`src/rtl/alu_issue_ctrl_pkg.sv`:
```
// Shared opcodes, FSM states, flag layout and float field widths for the ALU
// command sequencer.
package alu_pkg;

  localparam logic [2:0] OP_ADD = 3'b000;
  localparam logic [2:0] OP_SUB = 3'b001;
  localparam logic [2:0] OP_DIV = 3'b010;
  localparam logic [2:0] OP_MUL = 3'b011;
  localparam logic [2:0] OP_AND = 3'b100;
  localparam logic [2:0] OP_OR  = 3'b101;
  localparam logic [2:0] OP_NOT = 3'b110;
  localparam logic [2:0] OP_ILL = 3'b111;

  typedef enum logic [1:0] {
    ST_IDLE = 2'd0,
    ST_WAIT = 2'd1,
    ST_RESP = 2'd2
  } state_e;

  localparam int FLAG_ILLEGAL = 3;
  localparam int FLAG_NAN     = 2;
  localparam int FLAG_INF     = 1;
  localparam int FLAG_ZERO    = 0;

  localparam int EXP_W  = 8;
  localparam int FRAC_W = 23;

  // Logic opcodes (1xx) do not produce floats, so only the illegal bit can apply.
  function automatic logic [3:0] classify(input logic [2:0] op, input logic [31:0] w);
    logic [EXP_W-1:0]  e;
    logic [FRAC_W-1:0] f;
    logic [3:0]        fl;
    e  = w[FRAC_W +: EXP_W];
    f  = w[FRAC_W-1:0];
    fl = 4'b0000;
    if (op == OP_ILL) begin
      fl[FLAG_ILLEGAL] = 1'b1;
    end else if (!op[2]) begin
      fl[FLAG_NAN]  = (&e) && (|f);
      fl[FLAG_INF]  = (&e) && !(|f);
      fl[FLAG_ZERO] = !(|e) && !(|f);
    end
    return fl;
  endfunction

endpackage

```
`src/rtl/alu_issue_ctrl_cmd_fifo.sv`:
```
// Synchronous FIFO with show-ahead head output, occupancy count and
// full/empty; pointers wrap naturally because DEPTH is a power of two.
module cmd_fifo #(
  parameter  int WIDTH = 8,
  parameter  int DEPTH = 4,
  localparam int AW    = $clog2(DEPTH),
  localparam int CW    = AW + 1
) (
  input  logic             clk,
  input  logic             rst_n,
  input  logic             push,
  input  logic             pop,
  input  logic [WIDTH-1:0] wdata,
  output logic [WIDTH-1:0] rdata,
  output logic [CW-1:0]    count,
  output logic             full,
  output logic             empty
);

  logic [WIDTH-1:0] mem_q [DEPTH];
  logic [AW-1:0]    wr_ptr_q;
  logic [AW-1:0]    rd_ptr_q;
  logic [CW-1:0]    count_q;
  logic             do_push;
  logic             do_pop;

  assign full    = (count_q == CW'(DEPTH));
  assign empty   = (count_q == '0);
  assign do_push = push && !full;
  assign do_pop  = pop && !empty;
  assign count   = count_q;
  assign rdata   = mem_q[rd_ptr_q];

  // Storage carries no reset; only the pointers and count define validity.
  always_ff @(posedge clk) begin
    if (do_push) begin
      mem_q[wr_ptr_q] <= wdata;
    end
  end

  always_ff @(posedge clk or negedge rst_n) begin
    if (!rst_n) begin
      wr_ptr_q <= '0;
      rd_ptr_q <= '0;
      count_q  <= '0;
    end else begin
      if (do_push) wr_ptr_q <= wr_ptr_q + 1'b1;
      if (do_pop)  rd_ptr_q <= rd_ptr_q + 1'b1;
      case ({do_push, do_pop})
        2'b10:   count_q <= count_q + 1'b1;
        2'b01:   count_q <= count_q - 1'b1;
        default: count_q <= count_q;
      endcase
    end
  end

endmodule

```
`src/rtl/alu_issue_ctrl.sv`:
```
// Command sequencer in front of the ALU: queues commands, issues one at a
// time, waits out the ALU latency and returns result, tag and flags.
module alu_issue_ctrl
  import alu_pkg::*;
#(
  parameter int DEPTH   = 4,
  parameter int TAG_W   = 4,
  parameter int ALU_LAT = 2
) (
  input  logic                   clk,
  input  logic                   rst_n,
  input  logic                   cmd_valid,
  output logic                   cmd_ready,
  input  logic [2:0]             cmd_opcode,
  input  logic [31:0]            cmd_a,
  input  logic [31:0]            cmd_b,
  input  logic [TAG_W-1:0]       cmd_tag,
  output logic [2:0]             alu_opcode,
  output logic [31:0]            alu_a,
  output logic [31:0]            alu_b,
  input  logic [31:0]            alu_o,
  output logic                   res_valid,
  input  logic                   res_ready,
  output logic [31:0]            res_data,
  output logic [TAG_W-1:0]       res_tag,
  output logic [3:0]             res_flags,
  output logic                   busy,
  output logic [$clog2(DEPTH):0] fifo_count
);

  localparam int FW = TAG_W + 3 + 64;
  localparam int LW = (ALU_LAT > 1) ? $clog2(ALU_LAT) : 1;

  logic [FW-1:0]    fifo_rdata;
  logic             fifo_full;
  logic             fifo_empty;
  logic             fifo_pop;
  logic [TAG_W-1:0] head_tag;
  logic [2:0]       head_op;
  logic [31:0]      head_a;
  logic [31:0]      head_b;

  state_e           state_q, state_d;
  logic [LW-1:0]    lat_cnt_q, lat_cnt_d;
  logic [2:0]       alu_opcode_q, alu_opcode_d;
  logic [31:0]      alu_a_q, alu_a_d;
  logic [31:0]      alu_b_q, alu_b_d;
  logic [TAG_W-1:0] tag_q, tag_d;
  logic [31:0]      res_data_q, res_data_d;
  logic [TAG_W-1:0] res_tag_q, res_tag_d;
  logic [3:0]       res_flags_q, res_flags_d;
  logic             issue;

  // No bypass: a full FIFO refuses even when the FSM pops on the same edge.
  assign cmd_ready = rst_n && !fifo_full;

  cmd_fifo #(
    .WIDTH (FW),
    .DEPTH (DEPTH)
  ) u_fifo (
    .clk   (clk),
    .rst_n (rst_n),
    .push  (cmd_valid && cmd_ready),
    .pop   (fifo_pop),
    .wdata ({cmd_tag, cmd_opcode, cmd_a, cmd_b}),
    .rdata (fifo_rdata),
    .count (fifo_count),
    .full  (fifo_full),
    .empty (fifo_empty)
  );

  assign {head_tag, head_op, head_a, head_b} = fifo_rdata;

  always_comb begin
    state_d      = state_q;
    lat_cnt_d    = lat_cnt_q;
    alu_opcode_d = alu_opcode_q;
    alu_a_d      = alu_a_q;
    alu_b_d      = alu_b_q;
    tag_d        = tag_q;
    res_data_d   = res_data_q;
    res_tag_d    = res_tag_q;
    res_flags_d  = res_flags_q;
    fifo_pop     = 1'b0;
    issue        = 1'b0;

    case (state_q)
      ST_IDLE: issue = !fifo_empty;
      ST_WAIT: begin
        if (lat_cnt_q == '0) begin
          res_data_d  = alu_o;
          res_tag_d   = tag_q;
          res_flags_d = classify(alu_opcode_q, alu_o);
          state_d     = ST_RESP;
        end else begin
          lat_cnt_d = lat_cnt_q - 1'b1;
        end
      end
      ST_RESP: begin
        if (res_ready) begin
          if (!fifo_empty) issue = 1'b1;
          else             state_d = ST_IDLE;
        end
      end
      default: state_d = ST_IDLE;
    endcase

    // Illegal commands never reach the ALU; they answer straight from the pop.
    if (issue) begin
      fifo_pop = 1'b1;
      if (head_op == OP_ILL) begin
        res_data_d  = 32'd0;
        res_tag_d   = head_tag;
        res_flags_d = classify(OP_ILL, 32'd0);
        state_d     = ST_RESP;
      end else begin
        alu_opcode_d = head_op;
        alu_a_d      = head_a;
        alu_b_d      = head_b;
        tag_d        = head_tag;
        lat_cnt_d    = LW'(ALU_LAT - 1);
        state_d      = ST_WAIT;
      end
    end
  end

  always_ff @(posedge clk or negedge rst_n) begin
    if (!rst_n) begin
      state_q      <= ST_IDLE;
      lat_cnt_q    <= '0;
      alu_opcode_q <= '0;
      alu_a_q      <= '0;
      alu_b_q      <= '0;
      tag_q        <= '0;
      res_data_q   <= '0;
      res_tag_q    <= '0;
      res_flags_q  <= '0;
    end else begin
      state_q      <= state_d;
      lat_cnt_q    <= lat_cnt_d;
      alu_opcode_q <= alu_opcode_d;
      alu_a_q      <= alu_a_d;
      alu_b_q      <= alu_b_d;
      tag_q        <= tag_d;
      res_data_q   <= res_data_d;
      res_tag_q    <= res_tag_d;
      res_flags_q  <= res_flags_d;
    end
  end

  assign alu_opcode = alu_opcode_q;
  assign alu_a      = alu_a_q;
  assign alu_b      = alu_b_q;
  assign res_valid  = (state_q == ST_RESP);
  assign res_data   = res_data_q;
  assign res_tag    = res_tag_q;
  assign res_flags  = res_flags_q;
  assign busy       = (state_q != ST_IDLE) || !fifo_empty;

endmodule
```
`config.mk`:
```
export PLATFORM = sky130hd
export DESIGN_NAME = alu_issue_ctrl
export DESIGN_NICKNAME = d
export VERILOG_FILES = /design/src/rtl/alu_issue_ctrl_pkg.sv /design/src/rtl/alu_issue_ctrl_cmd_fifo.sv /design/src/rtl/alu_issue_ctrl.sv
export SDC_FILE = /design/constraint.sdc
export NUM_CORES = 1
export LEC_CHECK = 0
export BUFFER_PORTS_ARGS = -buffer_cell sky130_fd_sc_hd__buf_2
export CAP_MARGIN = 30
export CORE_MARGIN = 10
export CORE_UTILIZATION = 25
export DETAILED_ROUTE_END_ITERATION = 10
export GPL_ROUTABILITY_DRIVEN = 1
export PLACE_DENSITY = 0.44
export SYNTH_ARGS = -nofsm -noshare
export SYNTH_HDL_FRONTEND = slang
export SYNTH_SLANG_ARGS = --single-unit
export TNS_END_PERCENT = 1
```
`constraint.sdc`:
```
create_clock -name clk -period 9.5 [get_ports clk]
set_clock_uncertainty 0.2 [all_clocks]
set_input_delay 0 -clock clk [delete_from_list [all_inputs] [get_ports clk]]
set_output_delay 0 -clock clk [all_outputs]
set_load 0.05 [all_outputs]
```
==> flow_metrics.py, run 1 <==
metrics = {
    "setup_path": {
        "slowest_delay_ns": 0.79,
        "path_class": "reg2reg",
        "end_kind": "flip-flop",
        "crit_fanout": 45,
        "cp.required_ns": 9.75,
        "slowest_stage": "dfrtp_4",
        "cp_common_cell": "buf_4",
        "cp.buffers_inverters": 2,
        "path_delay_family": "buffers and inverters",
        "worstPathCellList": "buf_4, mux4_2, and3_1, nor2_8, buf_4, mux2_2",
        "worst_ep_arrival_time_ns": 4.57,
        "start_kind": "flip-flop",
    },
    "layout": {
        "fin_util": 0.3356,
        "drive_gt1_frac": 0.3173,
        "area_growth_pct": 33.28,
        "fill_cells": 5884,
        "nNetsFinal": 1284,
        "mostFrequentLayoutCells": "284 x edfxtp_1, 218 x buf_2, 157 x dlygate4sd3_1",
        "layout_commonest_cell": "edfxtp_1",
    },
    "cts": {
        "clock_latency_ns": 0.56,
        "cts-root-buf": "clkbuf_16",
        "post-cts-setup-buffers": 0,
        "cts_made_buffers": 47,
        "clk_path_buf_depth": 3,
        "cts_sinks": 405,
        "cts-htree-levels": 2,
        "cts_tree": "built",
        "clkTransAtPathRegs_ns": 0.06,
    },
    "sta": {
        "finalCritPeriodShare": 0.4554,
        "slew_headroom": 0.4681,
        "slew_violations": 0,
        "final.setup.tns_ns": 0,
        "tightest_slew_ns": 0.7978,
        "rsz0062_at_grt": "no",
        "post-route-min-period_ns": 4.327,
        "setup_viol": 0,
        "fmax_mhz": 231.1,
        "finalHoldViolations": 0,
    },
    "routing": {
        "drt_iter0_markers": 422,
        "viasPerCell": 4.211,
        "ant_nets": 0,
        "drc": 0,
        "vias": 8380,
        "avgRoutedWirePerCell_um": 19.71,
        "wirelength_mm": 39.21,
        "detail_route.first_pass.iterations": 6,
    },
    "global_route": {
        "grt_start_max_net_pins": 46,
        "track_usage": 0.1104,
        "grt.overflow.total": 0,
        "antenna_found_initial": 4,
        "grt_pass1_wl_mm": 59.77,
        "grt_pass1_vias": 9369,
    },
    "synth": {
        "syn_inst": 770,
        "yosys-top-cells-area": "edfxtp_1 56%, dfrtp_1 20%, mux4_2 11%",
        "avgSynthCellArea_um2": 19.66,
        "synth_top_area_cell": "edfxtp_1",
        "synthArstFlopShare": 0.2988,
        "ys.flop_type": "edfxtp_1",
        "syn_nets": 883,
        "synth_edf_count": 284,
        "yosys.area.top_type_share": 0.5633,
        "ys.warnings.count": 0,
        "netlist_area_um2": 15140,
        "ys_ff_latch": 405,
        "yosysSeqAreaShare": 0.7633,
        "ys_types": 42,
    },
    "place": {
        "hpwl_mm": 23.31,
        "gp_congestion": 0.7641,
        "port_buffers": 219,
    },
    "floorplan": {
        "die_w_um": 266.1,
        "coreArea_um2": 60130,
        "io_pins": 220,
        "initial_core_util": 0.2518,
        "die_h_um": 266.1,
        "die_area_um2": 70800,
        "placementRows": 90,
    },
    "power": {
        "powerDensity_nw_per_um2": 329.2,
        "leakage_nw": 7.516,
        "vdd_ir_drop_max_mv": 0.1886,
        "total_power_w": 0.006643,
    },
    "outcome": {
        "status": "completed",
    },
    "worst_hold_path": {
        "hold_class": "in2reg",
    },
    "job": {
        "maxCapViolations": 0,
    },
}
power by group:
group	internal, W	switching (W)
combinational	0.000829	0.00159
sequential	0.00230	0.000255
clock	0.000968	0.000701
flip-flops by register name, summed over array words and instances (netlist names), 3 cells and up:
register and cells:
res_flags 4, alu_b 32, res_data 32, tag_q 4
alu_a 32, u_fifo.mem_q 284, u_fifo.count 3, res_tag 4
alu_opcode 3
kinds of logic (layout without fill, tap and decap cells):
kind of cell / Yosys count / count (layout) / share of synthesized area
muxes: 145 / 145 / 0.1602
other: 0 / 1 / 0
adders and majority gates: 6 / 6 / 0.005455
DFF: 405 / 405 / 0.7633
buffers and inverters: 48 / 485 / 0.01587
xor gates and xnor gates: 6 / 6 / 0.003471
AOI/OAI and AO/OA: 49 / 49 / 0.01810
and+or+nand+nor: 111 / 111 / 0.03355
routing by layer:
| metal | GRT usage | part of all wire |
|---|---|---|
| met2 | 0.1762 | 0.46 |
| met1 | 0.1439 | 0.45 |
| met3 | 0.03395 | 0.065 |
| met5 | 0 | 0.0010 |
| met4 | 0.02826 | 0.019 |
Yosys cell counts (4+ instances only):
cell,count
a21oi_1,36
and3_1,5
buf_6,7
clkbuf_1,27
dfrtp_1,121
edfxtp_1,284
ha_1,5
inv_1,9
mux2_1,66
mux2i_1,5
mux4_2,71
nand2_1,73
nand3_1,5
nor2_1,6
nor4_1,7
o21ai_0,4
xnor2_1,4
path summary, 6_finish.rpt:
check                                   start            endpoint  slack, ns  cells past startpoint
hold / removal                       cmd_b[2]  u_fifo.mem_q[0][2]       0.03                      2
min in group asynchronous               rst_n        res_data[26]       0.36                      4
setup / recovery           u_fifo.rd_ptr_q[1]            alu_b[6]       5.17                      6
setup reg to reg           u_fifo.rd_ptr_q[1]            alu_b[6]       5.17                      6
max in group asynchronous               rst_n  u_fifo.rd_ptr_q[0]       8.03                      4
hold reg to reg                      alu_a[7]            alu_a[7]       0.28                      1
timing repair:
item                                    4_1_cts  5_1_grt
endpoints found under the hold margin       565        0
hold buffers                                158        0
resized for setup                             0        0
endpoints found under the setup margin        0        0
layout make-up:
class                           count  area [um^2]  share of cell area
Antenna cell                        1        2.502           0.0001240
Timing Repair Buffer              390         2811              0.1393
Clock inverter                     21        131.4            0.006511
Clock buffer                       64         1280             0.06343
Tap cell                          782        978.4             0.04849
Inverter                           10        37.54            0.001860
Multi-Input combinational cell    317         3373              0.1672
Sequential cell                   405        11560              0.5731
per-stage QoR:
stage,instances,instance area (um^2),hold slack [ns],setup slack [ns]
after CTS,1989,20180,0.00005690,4.993
final,1990,20180,0.03408,5.173
after global placement,1745,17150,-0.2449,5.021
after global routing,1990,20180,0.006222,4.876
after floorplan,770,15140,-0.4956,5.140
after detailed placement,1746,17170,-0.2451,4.995
(Power assumes the default switching activity.)
==> inputs of run 2 (changes only) <==
PLACE_DENSITY = 0.46   (was 0.44)
clock period = 3.75 ns   (was 9.5 ns; I/O delays follow)
==> run 2 against run 1 <==
Against the previous run:
- maximum frequency grew 55%
- utilization grew 0.62 points
- clock power grew to 2.7 times the previous value
- largest cell class unchanged
==> flow_metrics.py, run 2 (synthesis gave the netlist of run 1 again) <==
metrics = {
    "outcome": {
        "status": "completed",
    },
    "setup_path": {
        "r2r_setup_slack_ns": 0.96,
        "crit-reg2reg-launch": "u_fifo.rd_ptr_q[0]",
        "rr_worst_depth": 5,
        "start_kind": "flip-flop",
        "crit_fanout": 24,
        "cp.buffers_inverters": 1,
        "slowest_stage": "mux4_2",
        "r2r-end": "alu_b[1]",
        "end_kind": "flip-flop",
        "setup.worst_path.start": "u_fifo.rd_ptr_q[0]",
        "slowest_delay_ns": 0.55,
        "worst_ep_arrival_time_ns": 3.03,
        "endpoint": "alu_b[1]",
        "worstPathCellList": "mux4_2, and3_1, nor2_8, buf_12, mux2_1",
        "cp.depth": 5,
        "path_delay_family": "multiplexers",
        "path_class": "reg2reg",
        "cp.required_ns": 3.98,
    },
    "sta": {
        "post-route-min-period_ns": 2.795,
        "fmax_mhz": 357.8,
        "slew_violations": 0,
        "finalCritPeriodShare": 0.7452,
        "whs_ns": 0.02163,
        "tightest_slew_ns": 0.7426,
        "rsz0062_at_grt": "no",
        "finalHoldViolations": 0,
        "slew_headroom": 0.5049,
        "setup_viol": 0,
    },
    "routing": {
        "avgRoutedWirePerCell_um": 18.91,
        "drt_iter0_markers": 550,
        "detail_route.first_pass.iterations": 4,
        "wirelength_mm": 38.08,
        "drc": 0,
        "viasPerCell": 4.181,
        "ant_nets": 0,
        "vias": 8421,
    },
    "floorplan": {
        "initial_core_util": 0.2518,
        "coreArea_um2": 60130,
        "die_h_um": 266.1,
        "io_pins": 220,
        "die_area_um2": 70800,
        "die_w_um": 266.1,
        "placementRows": 90,
    },
    "cts": {
        "clkTransAtPathRegs_ns": 0.06,
        "cts-root-buf": "clkbuf_16",
        "cts_resized": 0,
        "clock_latency_ns": 0.58,
        "cts_made_buffers": 47,
        "clk_path_buf_depth": 3,
        "cts-htree-levels": 2,
        "cts_sinks": 405,
        "cts_tree": "built",
    },
    "place": {
        "port_buffers": 219,
        "hpwl_mm": 23.84,
        "gp_congestion": 0.7630,
        "placed_cells_incl_taps": 1753,
    },
    "layout": {
        "nNetsFinal": 1303,
        "drive_gt1_frac": 0.3184,
        "largest-register": "u_fifo.mem_q",
        "largest_reg_flops": 284,
        "area_growth_pct": 35.74,
        "fill_cells": 5788,
        "mostFrequentLayoutCells": "284 x edfxtp_1, 218 x buf_2, 169 x dlygate4sd3_1",
        "layout_commonest_cell": "edfxtp_1",
        "fin_util": 0.3417,
        "final_cells": 2014,
    },
    "global_route": {
        "grt.overflow.total": 0,
        "antenna_found_initial": 5,
        "grt_pass1_vias": 9437,
        "grt_pass1_wl_mm": 59.05,
        "grt_start_max_net_pins": 56,
        "track_usage": 0.1088,
    },
    "job": {
        "maxCapViolations": 0,
    },
    "power": {
        "powerDensity_nw_per_um2": 837.6,
        "leakage_nw": 7.663,
        "vdd_ir_drop_max_mv": 0.5197,
    },
    "worst_hold_path": {
        "hold_class": "in2reg",
        "hold_depth": 2,
    },
}
run 2: changes by cell type in the layout (fill, tap and decap cells not counted), moves of 2 or more:
cell           before  now
clkinv_8            0    2
clkbuf_1           13   17
clkinv_2           10    3
buf_12              1    7
clkbuf_8            4    7
buf_4              12   14
diode_2             1    4
bufinv_16           1    4
dlygate4sd3_1     157  169
clkinv_1            8    4
run 2: per-stage QoR:
stage | power [W] | setup slack, ns | cell area, um^2 | setup TNS (ns)
2_1_floorplan | 0.01099 | -0.6095 | 15140 | -129.82
3_3_place_gp | 0.01276 | 0.9204 | 17280 | 0
3_5_place_dp | 0.01282 | 0.8790 | 17280 | 0
4_1_cts | 0.01762 | 0.8738 | 20540 | 0
5_1_grt | 0.01823 | 0.7015 | 20550 | 0
6_report | 0.01721 | 0.9555 | 20550 | 0
run 2: area by class of cell:
type                    count  area, um^2  share of cell area
well taps                 782       978.4             0.04761
clock inverters            16       211.5             0.01029
diodes                      4       10.01           0.0004871
clock buffers              71        1336             0.06503
inverters                  10       37.54            0.001827
multi-input cells         317        3373              0.1642
flip-flops and latches    405       11560              0.5627
repair buffers            409        3039              0.1479
run 2: worst min-delay path by stage:
stage | slack (ns) | to | startpoint
6_report | 0.02 | u_fifo.mem_q[2][17] | cmd_b[17]
4_1_cts | 0.0006 | res_data[5] | alu_o[5]
3_5_place_dp | -0.28 | alu_b[3] | rst_n
5_1_grt | 0.009 | u_fifo.mem_q[2][17] | cmd_b[17]
3_3_place_gp | -0.28 | alu_b[3] | rst_n
2_1_floorplan | -0.50 | alu_a[0] | rst_n
run 2: routing by layer:
layer,track usage,share of wire,vias up
li1,-,-,3867
met3,0.03921,0.081,53
met2,0.1789,0.48,210
met5,0,0.00034,-
met1,0.1330,0.42,4289
met4,0.02949,0.020,2
run 2: report_power, final:
group / leakage [nW] / internal, W / switching [W]
Combinational: 2.88 / 0.00217 / 0.00419
Sequential: 4.03 / 0.00583 / 0.000468
Clock: 0.745 / 0.00274 / 0.00181
Total: 7.66 / 0.0107 / 0.00647
run 2: what timing repair did:
item,CTS,global route
hold endpoints to repair,552,0
hold buffers,170,0
setup buffers,0,0
==> inputs of run 3 (changes only) <==
ABC_AREA = 1   (was not set)
PLACE_DENSITY = 0.44   (was 0.46)
clock period = 2.6 ns   (was 3.75 ns; I/O delays follow)
==> run 3 against run 2 <==
Against the previous run:
- utilization shrank 0.13 points
- maximum frequency is 29% higher
- critical path type unchanged
- largest power group unchanged
- combinational power grew 76%
==> flow_metrics.py, run 3 <==
metrics = {
    "floorplan": {
        "coreArea_um2": 62970,
        "initial_core_util": 0.2525,
        "io_pins": 220,
        "die_h_um": 272.2,
        "placementRows": 92,
        "die_area_um2": 74070,
        "die_w_um": 272.2,
    },
    "synth": {
        "synth_edf_count": 284,
        "avgSynthCellArea_um2": 11.62,
        "synth.most_common_cell": "nand2_1",
        "ys_types": 32,
        "syn_nets": 1481,
        "ys.flop_type": "edfxtp_1",
        "ys.warnings.count": 0,
        "yosysSeqAreaShare": 0.7270,
        "synth_commonest_cells": "309 x nand2_1, 284 x edfxtp_1, 176 x nor2_1",
        "syn_inst": 1368,
        "yosys-top-cells-area": "edfxtp_1 54%, dfrtp_1 19%, nand2_1 7.3%",
        "yosys.area.top_type_share": 0.5365,
        "synth_top_area_cell": "edfxtp_1",
        "ys_ff_latch": 405,
        "synthArstFlopShare": 0.2988,
        "netlist_area_um2": 15900,
    },
    "global_route": {
        "grt_start_max_net_pins": 122,
        "grt.overflow.total": 0,
        "grt_pass1_wl_mm": 71.19,
        "grt_pass1_vias": 11770,
        "antenna_found_initial": 7,
        "track_usage": 0.1240,
    },
    "routing": {
        "ant_nets": 0,
        "vias": 11350,
        "detail_route.first_pass.iterations": 5,
        "wirelength_mm": 46.57,
        "drc": 0,
        "avgRoutedWirePerCell_um": 17.61,
        "drt_iter0_markers": 607,
        "viasPerCell": 4.291,
    },
    "place": {
        "hpwl_mm": 26.71,
        "place_area_um2": 18130,
        "gp_congestion": 0.8184,
        "port_buffers": 219,
        "placed_cells_incl_taps": 2383,
    },
    "cts": {
        "cts_resized": 0,
        "cts_tree": "built",
        "cts-root-buf": "clkbuf_16",
        "cts_sinks": 405,
        "clkTransAtPathRegs_ns": 0.06,
        "postCtsHoldBufs": 167,
        "post-cts-setup-buffers": 0,
        "clk_path_buf_depth": 3,
        "cts_made_buffers": 49,
        "clock_latency_ns": 0.59,
        "cts-htree-levels": 2,
    },
    "worst_hold_path": {
        "hp-start": "cmd_tag[2]",
        "hold_class": "in2reg",
    },
    "sta": {
        "post-route-min-period_ns": 2.173,
        "fmax_mhz": 460.2,
        "slew_violations": 0,
        "finalHoldViolations": 0,
        "slew_headroom": 0.4622,
        "setup_viol": 0,
        "tightest_slew_ns": 0.8066,
        "rsz0062_at_grt": "no",
        "finalCritPeriodShare": 0.8358,
    },
    "power": {
        "vdd_ir_drop_max_mv": 0.7108,
        "swShare": 0.4290,
        "power.internal_w": 0.01547,
        "powerDensity_nw_per_um2": 1264,
        "clock_power_share": 0.253,
        "p_comb_frac": 0.412,
        "switchingPower_w": 0.01162,
        "total_power_w": 0.02710,
        "leakage_nw": 8.850,
        "p_seq_frac": 0.334,
    },
    "job": {
        "maxCapViolations": 0,
    },
    "layout": {
        "largest_reg_flops": 284,
        "finalInstanceArea_um2": 21440,
        "area_growth_pct": 34.85,
        "drive_gt1_frac": 0.1910,
        "nNetsFinal": 1868,
        "largest-register": "u_fifo.mem_q",
        "final_cells": 2645,
        "fin_util": 0.3405,
        "layout_commonest_cell": "nand2_1",
        "mostFrequentLayoutCells": "308 x nand2_1, 284 x edfxtp_1, 218 x buf_2",
    },
    "setup_path": {
        "end_kind": "flip-flop",
        "path_class": "reg2reg",
        "setup.worst_path.start": "u_fifo.count[1]",
        "cp.required_ns": 2.86,
        "crit-reg2reg-launch": "u_fifo.count[1]",
        "r2r_setup_slack_ns": 0.43,
        "start_kind": "flip-flop",
        "r2r-end": "u_fifo.count[2]",
        "worst_ep_arrival_time_ns": 2.43,
        "rr_worst_depth": 9,
        "crit_fanout": 8,
        "endpoint": "u_fifo.count[2]",
    },
    "outcome": {
        "status": "completed",
    },
}
## run 3: cell types whose count changed after synthesis, moves of 19 or more
cell / change
nor2_1: +170
nand2_1: +236
clkbuf_1: +19
mux4_2: -71
o21ai_0: +150
buf_2: +21
nand3_1: +75
mux2_1: -66
a21oi_1: -32
o22ai_1: +64
inv_1: +53
## run 3: how the worst min path moves through the flow
stage                     endpoint  slack [ns]  cells after the start
2_1_floorplan             alu_a[0]       -0.50                      0
3_3_place_gp          res_data[31]      -0.005                      2
3_5_place_dp       u_fifo.count[1]      0.0005                      2
4_1_cts        u_fifo.mem_q[1][65]      0.0005                      2
5_1_grt        u_fifo.mem_q[3][58]       0.008                      2
6_report       u_fifo.mem_q[1][69]        0.03                      2
## run 3: critical path: stages (launching register included)
cell	delay [ns]
dfrtp_2	0.42
inv_2	0.10
a31oi_4	0.11
nand2_4	0.19
ha_1	0.18
inv_1	0.07
fa_1	0.38
a21oi_1	0.14
o21ai_0	0.11
xor2_1	0.15
## run 3: cell families after synthesis
kind of cell	share of synthesized area
AOI/OAI and AO/OA	0.07666
xor gates and xnor gates	0.002204
adders and majority gates	0.005195
buffers and inverters	0.04085
DFF	0.7270
and+or+nand+nor	0.1481
## run 3: per-stage QoR
| step | setup TNS (ns) | hold slack, ns | setup slack, ns |
|---|---|---|---|
| after floorplan | -98.47 | -0.4956 | -0.3636 |
| after global placement | 0 | -0.005373 | 0.3335 |
| after detailed placement | 0 | 0.0005404 | 0.4048 |
| after CTS | 0 | 0.0005240 | 0.3767 |
| after global routing | 0 | 0.007608 | 0.1727 |
| final | 0 | 0.03192 | 0.4268 |
## run 3: area by class of cell
class | count | area (um^2)
fill | 6350 | 41530
clock buffer | 68 | 1349
sequential | 405 | 11560
inverter | 66 | 252.7
timing repair buffer | 416 | 3187
tap | 846 | 1059
clock inverter | 24 | 274.0
multi-input combinational | 817 | 3744
antenna | 3 | 7.507
## run 3: routing by layer
layer / wire, um / up-vias / part of all wire / global-route usage
met5: 43 / - / 0.00092 / 0
met4: 820 / 8 / 0.018 / 0.03670
met3: 2745 / 70 / 0.059 / 0.03023
met2: 22160 / 267 / 0.48 / 0.2083
met1: 20800 / 5509 / 0.45 / 0.1557
li1: - / 5496 / - / -
## run 3: power groups by stage
stage          registers (W)  clock network [W]  logic (W)
2_1_floorplan         0.0118                  0    0.00518
3_3_place_gp         0.00917                  0     0.0112
3_5_place_dp         0.00919                  0     0.0112
4_1_cts              0.00908            0.00711     0.0115
5_1_grt              0.00920            0.00740     0.0124
6_report             0.00906            0.00686     0.0112
